### config.mk
export PLATFORM = sky130hd
export DESIGN_NAME = inst_queue_flat
export DESIGN_NICKNAME = d
export VERILOG_FILES = /design/src/rtl/inst_queue_pkg.sv /design/src/rtl/inst_queue_if.sv /design/src/rtl/inst_queue_iq_mem.sv /design/src/rtl/inst_queue.sv /design/src/flat_wrapper.sv
export SDC_FILE = /design/constraint.sdc
export NUM_CORES = 1
export LEC_CHECK = 0
export ABC_AREA = 1
export BUFFER_PORTS_ARGS = -buffer_cell sky130_fd_sc_hd__buf_2
export CORE_MARGIN = 5
export CORE_UTILIZATION = 35
export CTS_CLUSTER_DIAMETER = 50
export CTS_CLUSTER_SIZE = 10
export DETAILED_ROUTE_END_ITERATION = 6
export PLACE_DENSITY = 0.5
export SLEW_MARGIN = 0
export SYNTH_ARGS = -nofsm -noshare
export SYNTH_HDL_FRONTEND = slang
export SYNTH_HIERARCHICAL = 1
export SYNTH_SLANG_ARGS = --single-unit
export TNS_END_PERCENT = 1
### constraint.sdc
create_clock -name clk -period 8.25 [get_ports clk]
set_input_delay 0.825 -clock clk [delete_from_list [all_inputs] [get_ports clk]]
set_output_delay 0.825 -clock clk [all_outputs]
set_load 0.01 [all_outputs]
### src/rtl/inst_queue_pkg.sv
// rtl/inst_queue_pkg.sv - shared constants for the instruction queue and its neighbours
package inst_queue_pkg;

  localparam int          IQ_INST_W = 32;
  localparam logic [31:0] IQ_NOP    = 32'h00000013;

  // Occupancy at which almost_full asserts.
  function automatic int iq_af_level(input int depth, input int margin);
    return depth - margin;
  endfunction

endpackage

### src/rtl/inst_queue_if.sv
// rtl/inst_queue_if.sv - fetch/issue side signals of the instruction queue
interface inst_queue_if import inst_queue_pkg::*; #(
  parameter int INST_W    = IQ_INST_W,
  parameter int DEPTH_LOG = 3
);
  logic              inst_rdy;
  logic [INST_W-1:0] inst;
  logic [INST_W-1:0] pc_in;
  logic              flush;
  logic              deq_en;
  logic              out_valid;
  logic [INST_W-1:0] out_inst;
  logic [INST_W-1:0] out_pc;
  logic              full;
  logic              almost_full;
  logic [DEPTH_LOG:0] count;

  modport master (
    output inst_rdy, inst, pc_in, flush, deq_en,
    input  out_valid, out_inst, out_pc, full, almost_full, count
  );

  modport slave (
    input  inst_rdy, inst, pc_in, flush, deq_en,
    output out_valid, out_inst, out_pc, full, almost_full, count
  );
endinterface

### src/rtl/inst_queue_iq_mem.sv
// rtl/inst_queue_iq_mem.sv - queue storage, one synchronous write port and one asynchronous read port
module iq_mem #(
  parameter int DEPTH_LOG = 3,
  parameter int WIDTH     = 64
) (
  input  logic                 clk,
  input  logic                 we_i,
  input  logic [DEPTH_LOG-1:0] waddr_i,
  input  logic [WIDTH-1:0]     wdata_i,
  input  logic [DEPTH_LOG-1:0] raddr_i,
  output logic [WIDTH-1:0]     rdata_o
);
  logic [WIDTH-1:0] mem_q [2**DEPTH_LOG];

  // Storage is deliberately left out of reset; occupancy lives in the control logic.
  always_ff @(posedge clk) begin
    if (we_i) mem_q[waddr_i] <= wdata_i;
  end

  assign rdata_o = mem_q[raddr_i];
endmodule

### src/rtl/inst_queue.sv
// rtl/inst_queue.sv - circular instruction FIFO between IFetch and decode/issue
module inst_queue import inst_queue_pkg::*; #(
  parameter int DEPTH_LOG = 3,
  parameter int AF_MARGIN = 2,
  parameter int INST_W    = IQ_INST_W
) (
  input  logic         clk,
  input  logic         rst,
  input  logic         rdy,
  inst_queue_if.slave  q
);
  localparam int DEPTH = 2 ** DEPTH_LOG;
  localparam int CNT_W = DEPTH_LOG + 1;
  localparam logic [CNT_W-1:0] CNT_FULL = CNT_W'(DEPTH);
  localparam logic [CNT_W-1:0] CNT_AF   = CNT_W'(iq_af_level(DEPTH, AF_MARGIN));

  logic [DEPTH_LOG-1:0] head_q, head_d;
  logic [DEPTH_LOG-1:0] tail_q, tail_d;
  logic [CNT_W-1:0]     count_q, count_d;
  logic                 enq, deq, do_flush;
  logic [2*INST_W-1:0]  rdata;

  // Status flags come only from the registered count, never from this cycle's inputs.
  assign q.out_valid   = (count_q != '0);
  assign q.full        = (count_q == CNT_FULL);
  assign q.almost_full = (count_q >= CNT_AF);
  assign q.count       = count_q;

  assign do_flush = rdy && q.flush;
  assign enq      = rdy && q.inst_rdy && !q.full && !q.flush;
  assign deq      = rdy && q.deq_en && q.out_valid && !q.flush;

  always_comb begin
    head_d  = head_q;
    tail_d  = tail_q;
    count_d = count_q;
    if (do_flush) begin
      head_d  = '0;
      tail_d  = '0;
      count_d = '0;
    end else begin
      if (enq) tail_d = tail_q + 1'b1;
      if (deq) head_d = head_q + 1'b1;
      if (enq && !deq)      count_d = count_q + 1'b1;
      else if (deq && !enq) count_d = count_q - 1'b1;
    end
  end

  always_ff @(posedge clk or posedge rst) begin
    if (rst) begin
      head_q  <= '0;
      tail_q  <= '0;
      count_q <= '0;
    end else begin
      head_q  <= head_d;
      tail_q  <= tail_d;
      count_q <= count_d;
    end
  end

  iq_mem #(
    .DEPTH_LOG (DEPTH_LOG),
    .WIDTH     (2*INST_W)
  ) u_iq_mem (
    .clk     (clk),
    .we_i    (enq),
    .waddr_i (tail_q),
    .wdata_i ({q.inst, q.pc_in}),
    .raddr_i (head_q),
    .rdata_o (rdata)
  );

  assign q.out_inst = rdata[2*INST_W-1:INST_W];
  assign q.out_pc   = rdata[INST_W-1:0];
endmodule

### src/flat_wrapper.sv
// flat-port wrapper written by rule: the top's interface ports become plain ports
module inst_queue_flat import inst_queue_pkg::*;
#(
  parameter int DEPTH_LOG = 3,
  parameter int AF_MARGIN = 2,
  parameter int INST_W    = IQ_INST_W
)
  (clk, rst, rdy, q_inst_rdy, q_inst, q_pc_in, q_flush, q_deq_en, q_out_valid, q_out_inst, q_out_pc, q_full, q_almost_full, q_count);
  inst_queue_if #(.INST_W(INST_W), .DEPTH_LOG(DEPTH_LOG)) q_i ();
  input  logic clk;
  input  logic rst;
  input  logic rdy;
  input wire logic [$bits(q_i.inst_rdy)-1:0] q_inst_rdy;
  input wire logic [$bits(q_i.inst)-1:0] q_inst;
  input wire logic [$bits(q_i.pc_in)-1:0] q_pc_in;
  input wire logic [$bits(q_i.flush)-1:0] q_flush;
  input wire logic [$bits(q_i.deq_en)-1:0] q_deq_en;
  output wire logic [$bits(q_i.out_valid)-1:0] q_out_valid;
  output wire logic [$bits(q_i.out_inst)-1:0] q_out_inst;
  output wire logic [$bits(q_i.out_pc)-1:0] q_out_pc;
  output wire logic [$bits(q_i.full)-1:0] q_full;
  output wire logic [$bits(q_i.almost_full)-1:0] q_almost_full;
  output wire logic [$bits(q_i.count)-1:0] q_count;
  assign q_i.inst_rdy = q_inst_rdy;
  assign q_i.inst = q_inst;
  assign q_i.pc_in = q_pc_in;
  assign q_i.flush = q_flush;
  assign q_i.deq_en = q_deq_en;
  assign q_out_valid = q_i.out_valid;
  assign q_out_inst = q_i.out_inst;
  assign q_out_pc = q_i.out_pc;
  assign q_full = q_i.full;
  assign q_almost_full = q_i.almost_full;
  assign q_count = q_i.count;
  inst_queue #(.DEPTH_LOG(DEPTH_LOG), .AF_MARGIN(AF_MARGIN), .INST_W(INST_W)) u_core (.clk(clk), .rst(rst), .rdy(rdy), .q(q_i));
endmodule
==> reports/results.ini, run 1 <==
[grt]
grt_use_met3_pct=2.91
grt_max_degree=257
first_global_vias=14600
grt_usage_pct=15.8
antenna_found_initial=9
gr-max-usage-layer=met2
overflow=0
met2_usage_pct=26.6
grt_pass1_wl_um=86400
gr-usage-met1_pct=20.6

[clock_network]
cts_tree=yes
clk_path_buf_depth=3
htreeDepth=3
postCtsHoldBufs=0
post_cts_buffers=0
cts_resized=0
clk_pin_slew_ns=0.06
clock_latency_ns=0.58
cts.sinks=522
cts_made_buffers=68
clock-root-buffer=clkbuf_16

[critical_path]
r2r_start=u_core/q.count[1]
path_class=reg2out
arrival_ns=3.71
crit_required_ns=7.42
end_kind=output port
critPathMaxFanout=72
startpoint_type=register
cp-startpoint=u_core/head_q[1]

[timing]
setup_viol=0
worst_slew_pin_slew_ns=1.25
report.final.slew_viol_count=0
fin_ws_ns=3.72
finalHoldViolations=0
fin_hold_ws_ns=0.232
fmax_mhz=221
finClkSkew_ns=0.0167
period_share_pct=54.9
rsz0062_at_grt=false
slew_headroom_pct=17.0
fin_setup_tns_ns=0
period_needed_ns=4.53

[logic_synthesis]
ys_top_cells_by_count=nand2_1 (849), inv_1 (523), edfxtp_1 (512), nand3_1 (270), buf_2 (54)
syn_area_um2=23000
synth_area_per_cell_um2=9.98
ys_types=24
synth-edff-count=512
yosys.area.top_type=edfxtp_1
postSynth.asyncResetShare_pct=1.92
ys.flop_type=edfxtp_1
synth.most_common_cell=nand2_1
netlist.area_leader.share_pct=66.8
syn_inst=2307
synth.area.top_cells=edfxtp_1 (67%), nand2_1 (14%), inv_1 (8.5%)
yosysWarnings=6
ys_seq_elements=522
syn_nets=2382
yosysSeqAreaShare_pct=67.9

[routing]
ant_nets=0
wire_per_inst_um=16.9
viasPerCell=4.51
num_vias=15000
drtIter0Drc=775
wirelength_um=56300
firstDrtPassIters=5
drc=0

[floorplan]
die_h_um=266
rows=94
die_w_um=266
floorplan.initialDensity_pct=35.1
num_io_pins=141
die_area_um2=71000
coreArea_um2=65500

[placement]
port_buffers=140
dpl.hpwl_um=28000
place_ws_ns=4.22
place.gp.congestion=0.727

[worst_hold_path]
holdCritPathClass=in2async

[power_and_ir_drop]
leakagePower_nw=12.0
p_per_area_nw_per_um2=279
ir_drop_mv=0.209

[flow_run]
cap_viol_max_count=0

[final_layout]
layout-drive-gt1-share_pct=11.0
areaGrowthSynthToFinish_pct=14.7
final_core_util_pct=40.3
final_nets=2511

[status]
outcome=finished, final reports clean

[kinds of logic after synthesis]
logic type | synth area share (%)
AO/OA/AOI/OAI | 0.299
XOR/XNOR | 0.0381
flip-flops | 67.9
AND/OR/NAND/NOR | 20.2
adder cells (fa/ha/maj) | 0.304
buffers and inverters | 11.2
[layout by cell type, fill, tap and decap left out]
cell,netlist,layout
nor2_1,13,5
nand2_4,2,2
dfrtp_1,10,7
clkbuf_16,0,70
a21o_1,1,1
inv_1,523,522
ha_1,4,4
nor2_2,3,3
dfrtp_4,0,3
xnor2_1,1,1
buf_4,18,17
inv_4,1,2
clkinv_1,0,5
fa_1,1,1
nand2_2,4,4
inv_2,5,4
nand2_1,849,849
a21oi_1,3,3
o21ai_1,3,3
clkinv_2,0,3
a21oi_4,1,1
nor2_4,0,8
clkinv_8,0,2
inv_6,0,8
nand3_1,270,270
clkbuf_1,9,6
o21ai_0,3,3
clkinvlp_4,0,2
bufinv_16,0,2
edfxtp_1,512,512
diode_2,0,5
buf_2,54,140
[critical path, cell delays in order, from the launching register on]
cell and delay [ns]:
dfrtp_4 0.80, inv_4 0.74, buf_4 0.90, nand3_1 0.18, nand2_1 0.12, nand2_1 0.06, nand2_1 0.13, buf_2 0.14
[final timing paths]
| check | endpoint | slack [ns] | cells past startpoint |
|---|---|---|---|
| max | q_out_inst[17] | 3.72 | 7 |
| min | u_core/q.count[3] | 0.23 | 2 |
| max reg2reg | u_core/u_iq_mem/mem_q[0][33] | 5.02 | 5 |
| min reg2reg | u_core/tail_q[2] | 0.53 | 1 |
| max in group asynchronous | u_core/head_q[2] | 7.67 | 2 |
| min in group clk | u_core/u_iq_mem/mem_q[1][23] | 0.51 | 1 |
[stage by stage]
step,cell area [um2],total power [W],cells
6_report,26400,0.00736,3332
5_1_grt,26400,0.00779,3330
4_1_cts,26400,0.00748,3327
3_5_place_dp,24400,0.00479,3230
3_3_place_gp,24400,0.00478,3230
2_1_floorplan,23000,0.00427,2307
[power by group]
part | switching [W] | total (W) | internal [W]
sequential | 0.0000814 | 0.00306 | 0.00298
combinational | 0.00113 | 0.00165 | 0.000517
clock | 0.00106 | 0.00265 | 0.00159
[routing by layer]
metal	up-vias	part of all wire [%]	routed length, um
li1	7430	-	-
met1	7196	45	25400
met2	304	48	27000
met3	105	4.4	2450
met4	8	2.5	1420
met5	-	0.066	37
[flip-flops by register name (all words and copies together) (netlist names)]
name                   count
u_core/head_q              3
u_core/tail_q              3
u_core/u_iq_mem/mem_q    512
u_core/q.count             4
[final cells by class]
cell class / count / area [um2]
Antenna cell: 5 / 12.5
Clock buffer: 76 / 1770
Clock inverter: 21 / 195
Fill cell: 6269 / 39100
Inverter: 529 / 2000
Multi-Input combinational cell: 1158 / 4860
Sequential cell: 522 / 15600
Tap cell: 864 / 1080
Timing Repair Buffer: 157 / 828
Note: power is estimated with default switching activity, not from simulation.
==> inputs of run 2 (changes only) <==
--- a/config.mk
+++ b/config.mk
@@ -12,7 +12,7 @@
 export CTS_CLUSTER_DIAMETER = 50
 export CTS_CLUSTER_SIZE = 10
 export DETAILED_ROUTE_END_ITERATION = 6
-export PLACE_DENSITY = 0.5
+export PLACE_DENSITY = 0.52
 export SLEW_MARGIN = 0
 export SYNTH_ARGS = -nofsm -noshare
 export SYNTH_HDL_FRONTEND = slang
==> constraint.sdc (replaced) <==
create_clock -name clk -period 3.95 [get_ports clk]
set_input_delay 0.395 -clock clk [delete_from_list [all_inputs] [get_ports clk]]
set_output_delay 0.395 -clock clk [all_outputs]
set_load 0.01 [all_outputs]
==> run 2 against run 1 <==
Wire length fell by 1.1%; final area rose by 0.34%; global-route usage fell by 0.17 points; die area did not move; register-to-register slack got worse by 3.6 ns; via count fell by 0.31%; clock-buffer cell count fell by 2; utilization rose by 0.14 points; highest routed layer is now met4.
==> reports/results.ini, run 2 (synthesis gave the netlist of run 1 again) <==
[status]
outcome=finished, final reports clean

[timing]
period_share_pct=80.7
finClkSkew_ns=0.0223
period_needed_ns=3.19
report.final.slew_viol_count=0
fin_ws_ns=0.764
rsz0062_at_grt=false
setup_viol=0
slew_headroom_pct=29.6
worst_slew_pin_slew_ns=1.06
fmax_mhz=314
finalHoldViolations=0

[clock_network]
cts_made_buffers=66
clock-root-buffer=clkbuf_16
cts_tree=yes
clk_pin_slew_ns=0.05
htreeDepth=3
post_cts_buffers=0
clk_path_buf_depth=3
clock_latency_ns=0.58
cts.sinks=522

[grt]
first_global_vias=14700
grt_pass1_wl_um=86300
grt_max_degree=170
antenna_found_initial=3
grt_usage_pct=15.6
overflow=0

[final_layout]
areaGrowthSynthToFinish_pct=15.1
final_common_cell=nand2_1
mostFrequentLayoutCells=nand2_1 (849), inv_1 (522), edfxtp_1 (512), nand3_1 (270), buf_2 (140)
n_fill_cell=6289
layout-drive-gt1-share_pct=11.1
largest_reg_flops=512
regMostFlops=u_core/u_iq_mem/mem_q
instances_no_fill=3327
final_nets=2518

[critical_path]
path_class=reg2out
startpoint_type=register
crit_required_ns=3.56
end_kind=output port
critPathMaxFanout=46
arrival_ns=2.79

[floorplan]
floorplan.initialDensity_pct=35.1
die_h_um=266
die_area_um2=71000
num_io_pins=141
coreArea_um2=65500
die_w_um=266
rows=94

[routing]
firstDrtPassIters=5
ant_nets=0
num_vias=15000
wire_per_inst_um=16.7
viasPerCell=4.51
wirelength_um=55700
drc=0
drtIter0Drc=973

[power_and_ir_drop]
seq_power_share_pct=41.2
p_switching_w=0.00476
leakagePower_nw=12.0
p_per_area_nw_per_um2=580
power_frac_comb_pct=23.5
switching_share_pct=31.0
ir_drop_mv=0.457
p_int_w=0.0106
pwr-share-clk_pct=35.3
p_total_w=0.0153

[flow_run]
cap_viol_max_count=0

[placement]
dpl.hpwl_um=30200
place.gp.congestion=0.759
dp_cells=3238
place_ws_ns=1.27
port_buffers=140

[worst_hold_path]
holdCritPathClass=in2reg

[run 2: final cells by class]
type | count | area (um2) | area share [%]
Tap cell | 864 | 1080 | 4.08
Timing Repair Buffer | 166 | 1010 | 3.82
Antenna cell | 2 | 5.00 | 0.0189
Inverter | 529 | 2000 | 7.54
Clock inverter | 12 | 129 | 0.487
Sequential cell | 522 | 15600 | 59.0
Clock buffer | 74 | 1770 | 6.67
Multi-Input combinational cell | 1158 | 4860 | 18.4
[run 2: stage by stage]
step / utilization (%) / TNS (ns) / instance area [um2] / hold slack (ns)
6_report: 40.4 / 0 / 26500 / 0.0878
5_1_grt: 40.4 / 0 / 26500 / 0.0679
4_1_cts: 40.4 / 0 / 26500 / 0.0488
3_5_place_dp: 37.5 / 0 / 24600 / 0.414
3_3_place_gp: 37.5 / 0 / 24600 / 0.405
2_1_floorplan: - / -89.92 / 23000 / 0.235
[run 2: timing repair]
item	CTS	global route
hold buffers	1	0
endpoints found under the hold margin	10	0
resized for setup	0	0
setup endpoints to repair	0	0
[run 2: worst max-delay path, cell delays in order (launching register included)]
cell and delay (ns):
dfrtp_4 0.70, inv_4 0.54, buf_4 0.40, nand3_1 0.12, nand2_1 0.10, nand2_1 0.06, nand2_1 0.14, buf_2 0.15
[run 2: worst paths after layout]
check	startpoint	end	slack, ns	cells past startpoint
worst max-delay path	u_core/head_q[1]	q_out_pc[7]	0.76	7
worst min-delay path	q_inst[20]	u_core/u_iq_mem/mem_q[3][52]	0.09	1
worst max register to register	u_core/q.count[3]	u_core/u_iq_mem/mem_q[2][2]	1.42	6
worst min register to register	u_core/tail_q[2]	u_core/tail_q[2]	0.54	1
max in group asynchronous	rst	u_core/head_q[1]	3.24	3
min in group asynchronous	rst	u_core/tail_q[2]	0.36	3
[run 2: power groups by stage]
stage	clock, W	combinational [W]	sequential, W
2_1_floorplan	0	0.00252	0.00640
3_3_place_gp	0	0.00366	0.00643
3_5_place_dp	0	0.00367	0.00644
4_1_cts	0.00558	0.00369	0.00633
5_1_grt	0.00581	0.00407	0.00634
6_report	0.00542	0.00360	0.00633
[run 2: per-layer routing]
layer	GRT usage, %	up-vias	share of wire, %
met3	2.38	72	4.6
met5	0	-	0
li1	-	7412	-
met4	5.05	0	1.9
met2	25.4	345	48
met1	21.6	7167	46
==> inputs of run 3 (changes only) <==
==> constraint.sdc (replaced) <==
create_clock -name clk -period 2.8 [get_ports clk]
set_input_delay 0.28 -clock clk [delete_from_list [all_inputs] [get_ports clk]]
set_output_delay 0.28 -clock clk [all_outputs]
set_load 0.01 [all_outputs]
==> run 3 against run 2 <==
Die area did not move; hold slack improved by 0.058 ns; combinational power rose by 45%; final cell count rose by 3.0%; register-to-register slack got worse by 0.84 ns; critical path type unchanged; critical endpoint is now q_out_pc[8].
==> reports/results.ini, run 3 (synthesis gave the netlist of run 1 again) <==
[clock_network]
clk_pin_slew_ns=0.05
clock-root-buffer=clkbuf_16
htreeDepth=3
cts_tree=yes
clk_path_buf_depth=3
post_cts_buffers=0
clock_latency_ns=0.58
cts_made_buffers=69
cts.sinks=522

[routing]
firstDrtPassIters=4
ant_nets=0
num_vias=15200
drtIter0Drc=1031
wirelength_um=56100
viasPerCell=4.44
drc=0
wire_per_inst_um=16.4

[power_and_ir_drop]
switching_share_pct=30.6
p_switching_w=0.00678
leakagePower_nw=12.4
pwr-share-clk_pct=36.4
p_per_area_nw_per_um2=806
p_int_w=0.0154
ir_drop_mv=0.408
power_frac_comb_pct=23.6
p_total_w=0.0222
seq_power_share_pct=40.0

[worst_hold_path]
holdCritPathClass=in2reg
worstHoldStart=q_inst_rdy
worstHoldEndpoint=u_core/tail_q[1]
whs_path_depth=5

[timing]
finClkSkew_ns=0.0142
report.final.slew_viol_count=0
period_needed_ns=2.66
slew_headroom_pct=51.5
fmax_mhz=375
period_share_pct=95.1
finalHoldViolations=0
setup_viol=0
fin_setup_tns_ns=0
rsz0062_at_grt=true
worst_slew_pin_slew_ns=0.727

[placement]
dpl.hpwl_um=29500
place.gp.congestion=0.747
port_buffers=140
place_area_um2=24800

[floorplan]
die_area_um2=71000
rows=94
coreArea_um2=65500
die_w_um=266
die_h_um=266
floorplan.initialDensity_pct=35.1
num_io_pins=141

[final_layout]
mostFrequentLayoutCells=nand2_1 (849), inv_1 (522), edfxtp_1 (512), nand3_1 (270), buf_2 (140)
largest_reg_flops=512
ff_latch_area_um2=15600
final_core_util_pct=42.0
fin_area_um2=27500
final_common_cell=nand2_1
final_nets=2598
regMostFlops=u_core/u_iq_mem/mem_q
areaGrowthSynthToFinish_pct=19.5
multi_input_area_um2=4860
layout-drive-gt1-share_pct=11.5
n_fill_cell=6194

[critical_path]
path_class=reg2out
startpoint_type=register
rr_worst_depth=5
end_kind=output port
arrival_ns=2.38
r2r_start=u_core/q.count[1]
ff2ff_setup_slack_ns=0.58
rr_endpoint=u_core/u_iq_mem/mem_q[4][33]
crit_required_ns=2.52
critPathMaxFanout=54

[grt]
grt_pass1_wl_um=87200
gr-max-usage-layer=met2
gr-usage-met1_pct=20.9
met2_usage_pct=26.6
grt_max_degree=146
grt_usage_pct=15.8
first_global_vias=15100
grt_use_met3_pct=2.71
overflow=0
antenna_found_initial=6

[flow_run]
cap_viol_max_count=0

[status]
outcome=finished, final reports clean

[run 3: changes by cell type in the layout (fill, tap and decap cells not counted), sizes merged]
cell,before,now
clkbuf,74,81
bufinv,2,4
inv,532,536
buf,165,178
dlygate4sd3,1,65
clkinvlp,1,3
clkinv,6,11
diode,2,4
[run 3: final cells by class]
type                       instances  share of cell area [%]
multi-input combinational       1158                    17.7
clock buffer                      81                    6.59
clock inverter                    25                   0.905
timing repair buffer             243                    6.78
tap                              864                    3.93
antenna                            4                  0.0364
sequential                       522                    56.8
inverter                         529                    7.26
[run 3: power groups by stage]
stage	clock, W	combinational [W]	sequential, W
detailed placement	0	0.00525	0.00904
global placement	0	0.00519	0.00902
finish	0.00808	0.00523	0.00888
floorplan	0	0.00356	0.00902
CTS	0.00833	0.00535	0.00888
global route	0.00868	0.00591	0.00889
[run 3: worst max path at each step]
stage                                  from                            to  slack, ns  cells past startpoint
final                      u_core/head_q[0]                   q_out_pc[8]       0.14                      8
after global routing       u_core/head_q[0]                   q_out_pc[8]      -0.01                      8
after CTS                  u_core/head_q[0]                q_out_inst[25]       0.08                      8
after detailed placement  u_core/q.count[3]  u_core/u_iq_mem/mem_q[3][39]       0.61                      6
after global placement              q_flush  u_core/u_iq_mem/mem_q[4][50]       0.67                      7
after floorplan           u_core/q.count[1]   u_core/u_iq_mem/mem_q[1][0]      -0.31                      4
[run 3: timing repair]
item	CTS	global route
endpoints found under the setup margin	0	4
endpoints found under the hold margin	522	0
hold buffers	65	0
gates resized for setup	0	1
[run 3: per-layer routing]
layer	wire (um)	part of all wire, %
met5	21	0.037
met2	27300	49
met4	1130	2.0
met1	25200	45
met3	2390	4.3
[run 3: critical path: stages (launching register included)]
cell,delay (ns)
dfrtp_4,0.53
inv_8,0.30
buf_12,0.31
nand2_1,0.08
nand3_1,0.08
nand2_1,0.05
nand2_1,0.06
nand2_1,0.14
buf_2,0.18
[run 3: through the flow]
stage          worst slack, ns  std cells  hold WS [ns]
4_1_cts                 0.0766       3422        0.0848
5_1_grt                -0.0112       3426         0.135
6_report                 0.136       3426         0.146
3_3_place_gp             0.666       3251         0.326
2_1_floorplan           -0.309       2307         0.120
3_5_place_dp             0.610       3251         0.336
